===== config.mk =====
export PLATFORM = sky130hd
export DESIGN_NAME = axi_wr_arbiter
export DESIGN_NICKNAME = d
export VERILOG_FILES = /design/src/rtl/axi_wr_arbiter.sv
export SDC_FILE = /design/constraint.sdc
export NUM_CORES = 1
export LEC_CHECK = 0
export ABC_AREA = 1
export ABC_CLOCK_PERIOD_IN_PS = 4200
export CORE_AREA = 2 2 91 93
export CTS_CLUSTER_SIZE = 24
export DETAILED_ROUTE_END_ITERATION = 10
export DIE_AREA = 0 0 93 95
export GPL_TIMING_DRIVEN = 0
export HOLD_SLACK_MARGIN = 0.06
export PLACE_DENSITY = 0.71
export SLEW_MARGIN = 20
export SYNTH_ARGS = -nofsm -noshare
export SYNTH_HDL_FRONTEND = slang
export SYNTH_SLANG_ARGS = --single-unit

===== constraint.sdc =====
create_clock -name AXI_ACLK -period 4.2 [get_ports AXI_ACLK]
set_input_delay 0.84 -clock AXI_ACLK [delete_from_list [all_inputs] [get_ports AXI_ACLK]]
set_output_delay 0.84 -clock AXI_ACLK [all_outputs]
set_load 0.01 [all_outputs]

===== src/rtl/axi_wr_arbiter.sv =====
// Two-master to one-slave AXI4-Lite write-channel arbiter with per-transaction grant hold.
// Define AXI_ARB_RR_EN for round-robin tie-breaking; default build uses fixed priority (M0 wins).
module axi_wr_arbiter #(
    parameter int unsigned AXI_AWIDTH = 32,
    parameter int unsigned AXI_DWIDTH = 32
) (
    input  logic                    AXI_ACLK,
    input  logic                    AXI_ARESETN,

    input  logic [AXI_AWIDTH-1:0]   M0_AXI_AWADDR,
    input  logic                    M0_AXI_AWVALID,
    output logic                    M0_AXI_AWREADY,
    input  logic [AXI_DWIDTH-1:0]   M0_AXI_WDATA,
    input  logic [AXI_DWIDTH/8-1:0] M0_AXI_WSTRB,
    input  logic                    M0_AXI_WVALID,
    output logic                    M0_AXI_WREADY,
    output logic [1:0]              M0_AXI_BRESP,
    output logic                    M0_AXI_BVALID,
    input  logic                    M0_AXI_BREADY,

    input  logic [AXI_AWIDTH-1:0]   M1_AXI_AWADDR,
    input  logic                    M1_AXI_AWVALID,
    output logic                    M1_AXI_AWREADY,
    input  logic [AXI_DWIDTH-1:0]   M1_AXI_WDATA,
    input  logic [AXI_DWIDTH/8-1:0] M1_AXI_WSTRB,
    input  logic                    M1_AXI_WVALID,
    output logic                    M1_AXI_WREADY,
    output logic [1:0]              M1_AXI_BRESP,
    output logic                    M1_AXI_BVALID,
    input  logic                    M1_AXI_BREADY,

    output logic [AXI_AWIDTH-1:0]   S_AXI_AWADDR,
    output logic                    S_AXI_AWVALID,
    input  logic                    S_AXI_AWREADY,
    output logic [AXI_DWIDTH-1:0]   S_AXI_WDATA,
    output logic [AXI_DWIDTH/8-1:0] S_AXI_WSTRB,
    output logic                    S_AXI_WVALID,
    input  logic                    S_AXI_WREADY,
    input  logic [1:0]              S_AXI_BRESP,
    input  logic                    S_AXI_BVALID,
    output logic                    S_AXI_BREADY,

    output logic [1:0]              GRANT,
    output logic                    BUSY
);

    typedef enum logic [1:0] {StIdle, StAddr, StResp} state_e;

    state_e     state_q;
    logic [1:0] grant_q;
    logic       aw_done_q;
    logic       w_done_q;
    logic       last_grant_q;
    logic       busy_q;

    logic       sel;
    logic       in_addr;
    logic       in_xfer;
    logic       mg_awvalid;
    logic       mg_wvalid;
    logic       mg_bready;
    logic       aw_hs;
    logic       w_hs;
    logic       b_hs;
    logic       aw_done_nxt;
    logic       w_done_nxt;
    logic [1:0] req;
    logic       pick1;

    assign sel     = grant_q[1];
    assign in_addr = (state_q == StAddr);
    assign in_xfer = (state_q != StIdle);

    assign mg_awvalid = sel ? M1_AXI_AWVALID : M0_AXI_AWVALID;
    assign mg_wvalid  = sel ? M1_AXI_WVALID  : M0_AXI_WVALID;
    assign mg_bready  = sel ? M1_AXI_BREADY  : M0_AXI_BREADY;

    assign req[0] = M0_AXI_AWVALID | M0_AXI_WVALID;
    assign req[1] = M1_AXI_AWVALID | M1_AXI_WVALID;

`ifdef AXI_ARB_RR_EN
    // On a tie the master that did not complete last wins.
    assign pick1 = req[1] & (~req[0] | ~last_grant_q);
`else
    assign pick1 = req[1] & ~req[0];
    logic unused_last_grant;
    assign unused_last_grant = last_grant_q;
`endif

    always_comb begin
        S_AXI_AWADDR   = '0;
        S_AXI_WDATA    = '0;
        S_AXI_WSTRB    = '0;
        S_AXI_AWVALID  = 1'b0;
        S_AXI_WVALID   = 1'b0;
        S_AXI_BREADY   = 1'b0;
        M0_AXI_AWREADY = 1'b0;
        M0_AXI_WREADY  = 1'b0;
        M0_AXI_BVALID  = 1'b0;
        M0_AXI_BRESP   = 2'b00;
        M1_AXI_AWREADY = 1'b0;
        M1_AXI_WREADY  = 1'b0;
        M1_AXI_BVALID  = 1'b0;
        M1_AXI_BRESP   = 2'b00;

        // Payload is forced to zero while reset is asserted so every output reads 0.
        if (AXI_ARESETN) begin
            S_AXI_AWADDR = sel ? M1_AXI_AWADDR : M0_AXI_AWADDR;
            S_AXI_WDATA  = sel ? M1_AXI_WDATA  : M0_AXI_WDATA;
            S_AXI_WSTRB  = sel ? M1_AXI_WSTRB  : M0_AXI_WSTRB;
        end

        if (in_addr) begin
            S_AXI_AWVALID = mg_awvalid & ~aw_done_q;
            S_AXI_WVALID  = mg_wvalid & ~w_done_q;
            if (sel) begin
                M1_AXI_AWREADY = S_AXI_AWREADY & ~aw_done_q;
                M1_AXI_WREADY  = S_AXI_WREADY & ~w_done_q;
            end else begin
                M0_AXI_AWREADY = S_AXI_AWREADY & ~aw_done_q;
                M0_AXI_WREADY  = S_AXI_WREADY & ~w_done_q;
            end
        end

        if (in_xfer) begin
            S_AXI_BREADY = mg_bready;
            if (sel) begin
                M1_AXI_BVALID = S_AXI_BVALID;
                M1_AXI_BRESP  = S_AXI_BRESP;
            end else begin
                M0_AXI_BVALID = S_AXI_BVALID;
                M0_AXI_BRESP  = S_AXI_BRESP;
            end
        end
    end

    assign aw_hs       = S_AXI_AWVALID & S_AXI_AWREADY;
    assign w_hs        = S_AXI_WVALID & S_AXI_WREADY;
    assign b_hs        = S_AXI_BVALID & S_AXI_BREADY;
    assign aw_done_nxt = aw_done_q | aw_hs;
    assign w_done_nxt  = w_done_q | w_hs;

    always_ff @(posedge AXI_ACLK or negedge AXI_ARESETN) begin
        if (!AXI_ARESETN) begin
            state_q      <= StIdle;
            grant_q      <= 2'b00;
            aw_done_q    <= 1'b0;
            w_done_q     <= 1'b0;
            last_grant_q <= 1'b1;
            busy_q       <= 1'b0;
        end else begin
            unique case (state_q)
                StIdle: begin
                    if (|req) begin
                        grant_q   <= pick1 ? 2'b10 : 2'b01;
                        aw_done_q <= 1'b0;
                        w_done_q  <= 1'b0;
                        busy_q    <= 1'b1;
                        state_q   <= StAddr;
                    end
                end
                StAddr: begin
                    aw_done_q <= aw_done_nxt;
                    w_done_q  <= w_done_nxt;
                    if (aw_done_nxt && w_done_nxt) begin
                        if (b_hs) begin
                            grant_q      <= 2'b00;
                            last_grant_q <= sel;
                            busy_q       <= 1'b0;
                            state_q      <= StIdle;
                        end else begin
                            state_q <= StResp;
                        end
                    end
                end
                StResp: begin
                    if (b_hs) begin
                        grant_q      <= 2'b00;
                        last_grant_q <= sel;
                        busy_q       <= 1'b0;
                        state_q      <= StIdle;
                    end
                end
                default: begin
                    grant_q <= 2'b00;
                    busy_q  <= 1'b0;
                    state_q <= StIdle;
                end
            endcase
        end
    end

    assign GRANT = grant_q;
    assign BUSY  = busy_q;

endmodule

## Word level (Yosys, flattened, before mapping)

Cells that the tools add are included.

- Flip-flop bits (word level): 7
- Output and inout port bits: 84
- Logic and storage cells: 78
- Bits of input ports: 149

- Equality and inequality tests: 5
- Bitwise gates (word level): 15
- Multiplexer cells: 45
- Reduce and logical (&&, ||, !) cells: 8

Operators with widths:

| kind | count |
|---|---|
| two-way mux 32 bit | 4 |
| two-way mux 2 bit | 12 |
| two-way mux 1 bit | 22 |
| one-hot mux 2 bit (3 select lines) | 2 |
| bitwise AND 1 bit | 8 |
| two-way mux 4 bit | 2 |
| != test 2 bit, second input constant | 2 |
| bitwise OR 1 bit | 4 |
| one-hot mux 1 bit (2 select lines) | 2 |
| AND reduction 2 bit | 2 |
| nonzero test 2 bit | 2 |
| NOT 1 bit | 3 |
| one-hot mux 1 bit (3 select lines) | 1 |
| AND reduction 3 bit | 1 |
| == test 2 x 1 -> 1 bit, second input constant | 1 |
| == test 2 bit, second input constant | 1 |
| zero test 2 bit | 1 |
| != test 2 x 1 -> 1 bit, second input constant | 1 |
| OR reduction 2 bit | 1 |
| logical AND 1 bit | 1 |

## Depth between registers and ports, before layout

Gate-level depths: netlist of the first run.

- Depth after elaboration: 8
- Gate-level depth with buffers: 11
- Depth with buffers taken out: 11

## Worst setup path before layout of the first run

OpenSTA, ideal clock, no wires.

- Path kind: input-to-output
- From: input AXI_ARESETN
- To: output S_AXI_AWADDR[15]
- Buffers on the path: 2
- Data required time: 3360 ps
- Stages: 4
- Data arrival time: 1558 ps
- Path slack: 1802 ps
- Cell sequence: clkbuf_1 > clkbuf_1 > o21ai_0 > nor2_1

- Cells in the longest elaborated chain, start to end: 1

RTL lines:

| item | line | source |
|---|---|---|
| start, declared | 8 | `input logic AXI_ARESETN,` |
| two-way mux 32 bit | 107 | `if (AXI_ARESETN) begin` |
| end, declared | 32 | `output logic [AXI_AWIDTH-1:0] S_AXI_AWADDR,` |

Every way passes these cells.

## Final worst setup path of the first run

- From: input AXI_ARESETN
- To: output S_AXI_AWADDR[19]

Same word-level chain as after synthesis.

==> results.sh, run 1 <==
export IMPL_rows=33
export IMPL_htree_levels=1
export IMPL_crit_type="in2out"
export IMPL_grt_pass1_vias=2667
export IMPL_vias_per_cell=4.36
export IMPL_synth_avg_cell_area_um2=4.88
export IMPL_die_w_um=93
export IMPL_dr_pass1_iters=4
export IMPL_antenna_cells=0
export IMPL_fin_total_pwr_mw=1.58
export IMPL_r2r_slack_ns=2.49
export IMPL_ir_drop_mv=0.244
export IMPL_clockRootBuffer="clkbuf_8"
export IMPL_areaGrowthSynthToFinish_pct=160
export IMPL_skew_ns=0.00276
export IMPL_utilization=0.512
export IMPL_hold_buffers=0
export IMPL_fin_nets=710
export IMPL_syn_area_mm2=0.00156
export IMPL_drc_errors=0
export IMPL_grt_pass1_wl_mm=13.6
export IMPL_hold_viol_final=0
export IMPL_antenna_left=0
export IMPL_gp_congestion=0.877
export IMPL_grt_overflow=0
export IMPL_yosysSeqAreaShare=0.112
export IMPL_vias=2884
export IMPL_setup_viol=0
export IMPL_final_common_cell="clkdlybuf4s50_1"
export IMPL_cts_sinks=7
export IMPL_initial_core_util=0.197
export IMPL_grt_usage=0.193
export IMPL_cts_buffers_inserted=3
export IMPL_synthCells=320
export IMPL_finalWorstSetupSlack_ns=0.443
export IMPL_fin_crit_ns=3.76
export IMPL_synth_cell_types=20
export IMPL_post_place_cells=657
export IMPL_wl_per_cell_um=14.3
export IMPL_drive_gt1_frac=0.0234
export IMPL_clk_pin_slew_worst_paths_ns=0.04
export IMPL_yosys_warnings=0
export IMPL_dr_first_iter_drc_count=84
export IMPL_maxCapViolCount=0
export IMPL_clkLatencyLatePin_ns=0.23
export IMPL_critPathCaptureType="output port"
export IMPL_cts_tree="built"
export IMPL_power_density_mw_per_mm2=389
export IMPL_finalNonFillerCells=661
export IMPL_start_kind="primary input"
export IMPL_grt_max_degree=13
export IMPL_fmaxAchievable_ghz=0.266
export IMPL_relSlewSlack=0.611
export IMPL_drv_slew=0
export IMPL_core_area_mm2=0.00793
export IMPL_hold_class="reg2reg"
export IMPL_die_height_um=95
export IMPL_cts_resized=0
export IMPL_post_cts_buffers=0
export IMPL_ys_ff_latch=7
export IMPL_status="finished, final reports clean"
export IMPL_antenna_found_initial=0
export IMPL_post_place_ws_ns=0.0155
export IMPL_layout_common_cells="231 x clkdlybuf4s50_1, 147 x nor2_1, 68 x o21ai_0"
export IMPL_required_ns=3.36
export IMPL_io_buffer_count=232
export IMPL_tns_ns=0
export IMPL_synth_nets=473
export IMPL_rsz0062_at_grt="no"
export IMPL_path_max_fanout=12
export IMPL_post_dp_hpwl_mm=7.68
export IMPL_wl_mm=9.48
export IMPL_die_area_mm2=0.00884
export IMPL_worstMarginPinSlew_ns=0.582
export IMPL_arrival_ns=2.92
export IMPL_leakage_nw=1.75
export IMPL_cts_max_path_buffers=2
export IMPL_io_pins=233
export IMPL_period_share=0.894
worst max-delay path: stages:
cell,delay (ns)
dlymetal6s2s_1,0.45
clkbuf_1,0.38
clkbuf_1,0.36
o21ai_0,0.14
nor2_1,0.17
clkdlybuf4s50_1,0.57
layout make-up:
type / count / area, um2
repair buffers: 232 / 2320
plain buffers: 23 / 103
inverters: 18 / 67.6
clock buffers: 4 / 45.0
fillers: 803 / 3860
multi-input cells: 272 / 1220
flip-flops and latches: 7 / 175
well taps: 105 / 131
power breakdown:
part	leakage (nW)	switching (mW)	internal, mW
Combinational	1.64	0.708	0.659
Sequential	0.0914	0.0210	0.0948
Clock	0.0228	0.0304	0.0658
synth_stat cells:
cell type | n | share of area
nor4_1 | 1 | 0.0040
nand3_1 | 5 | 0.016
nor2_1 | 147 | 0.35
inv_1 | 18 | 0.043
and3_1 | 2 | 0.0080
nand2_4 | 1 | 0.0072
clkbuf_1 | 20 | 0.048
dfrtp_1 | 7 | 0.11
a21oi_1 | 2 | 0.0064
nor3_1 | 4 | 0.013
nand2_2 | 3 | 0.012
buf_2 | 1 | 0.0032
o21ai_0 | 68 | 0.22
a21oi_4 | 2 | 0.021
nand2_1 | 27 | 0.065
o21ai_1 | 3 | 0.0096
nand4_1 | 2 | 0.0080
ha_1 | 4 | 0.032
a21oi_2 | 1 | 0.0056
buf_6 | 2 | 0.014
routing by layer:
layer,GRT usage,part of all wire,up-vias
met1,0.244,0.43,1263
met3,0.0407,0.081,11
met2,0.336,0.48,120
met4,0.0490,0.014,0
li1,-,-,1490
met5,0,0,-
flip-flops by register name (all words and copies together), names as in the netlist:
name       count
state_q        2
w_done_q       1
GRANT          2
aw_done_q      1
BUSY           1
cell families (layout without fill, tap and decap cells):
kind of cell | after synthesis | count (layout) | synth area share
compound gates | 76 | 76 | 0.260
fa+ha+maj | 4 | 4 | 0.0321
buf+inv | 41 | 277 | 0.109
flops | 7 | 7 | 0.112
simple gates | 192 | 192 | 0.486
worst paths after layout:
| kind | end | depth (start not counted) | from |
|---|---|---|---|
| worst max-delay path | S_AXI_AWADDR[19] | 6 | AXI_ARESETN |
| worst min-delay path | BUSY | 2 | BUSY |
| worst max register to register | state_q[0] | 11 | state_q[1] |
| worst min register to register | BUSY | 2 | BUSY |
| max in group asynchronous | w_done_q | 1 | AXI_ARESETN |
| min in group asynchronous | BUSY | 1 | AXI_ARESETN |
per-stage QoR:
| step | area, um2 | hold slack [ns] |
|---|---|---|
| final | 4060 | 0.471 |
| after global routing | 4060 | 0.498 |
| after CTS | 4060 | 0.472 |
| after detailed placement | 4020 | 0.462 |
| after global placement | 4020 | 0.459 |
| after floorplan | 1560 | 0.467 |
Power figures use the tool's default switching activity.
==> run 2, diff against run 1 <==
--- a/config.mk
+++ b/config.mk
@@ -15,4 +15,5 @@
 export HOLD_SLACK_MARGIN = 0.06
 export PLACE_DENSITY = 0.71
+export SKIP_CTS_REPAIR_TIMING = 1
 export SLEW_MARGIN = 20
 export SYNTH_ARGS = -nofsm -noshare
==> constraint.sdc (replaced) <==
create_clock -name AXI_ACLK -period 4.2 [get_ports AXI_ACLK]
set_input_delay 0.84 -clock AXI_ACLK [delete_from_list [all_inputs] [get_ports AXI_ACLK]]
set_output_delay 0.84 -clock AXI_ACLK [all_outputs]
set_load 0.005 [all_outputs]
==> results of run 2 <==
The final DEF is identical to that of run 1. Status: finished, final reports clean.
Main changes from that run: setup slack after placement 0.0155 ns -> 0.0494 ns; setup slack after layout 0.443 ns -> 0.478 ns; total power 1.58 mW -> 1.50 mW; worst IR drop on VDD 0.244 mV -> 0.233 mV
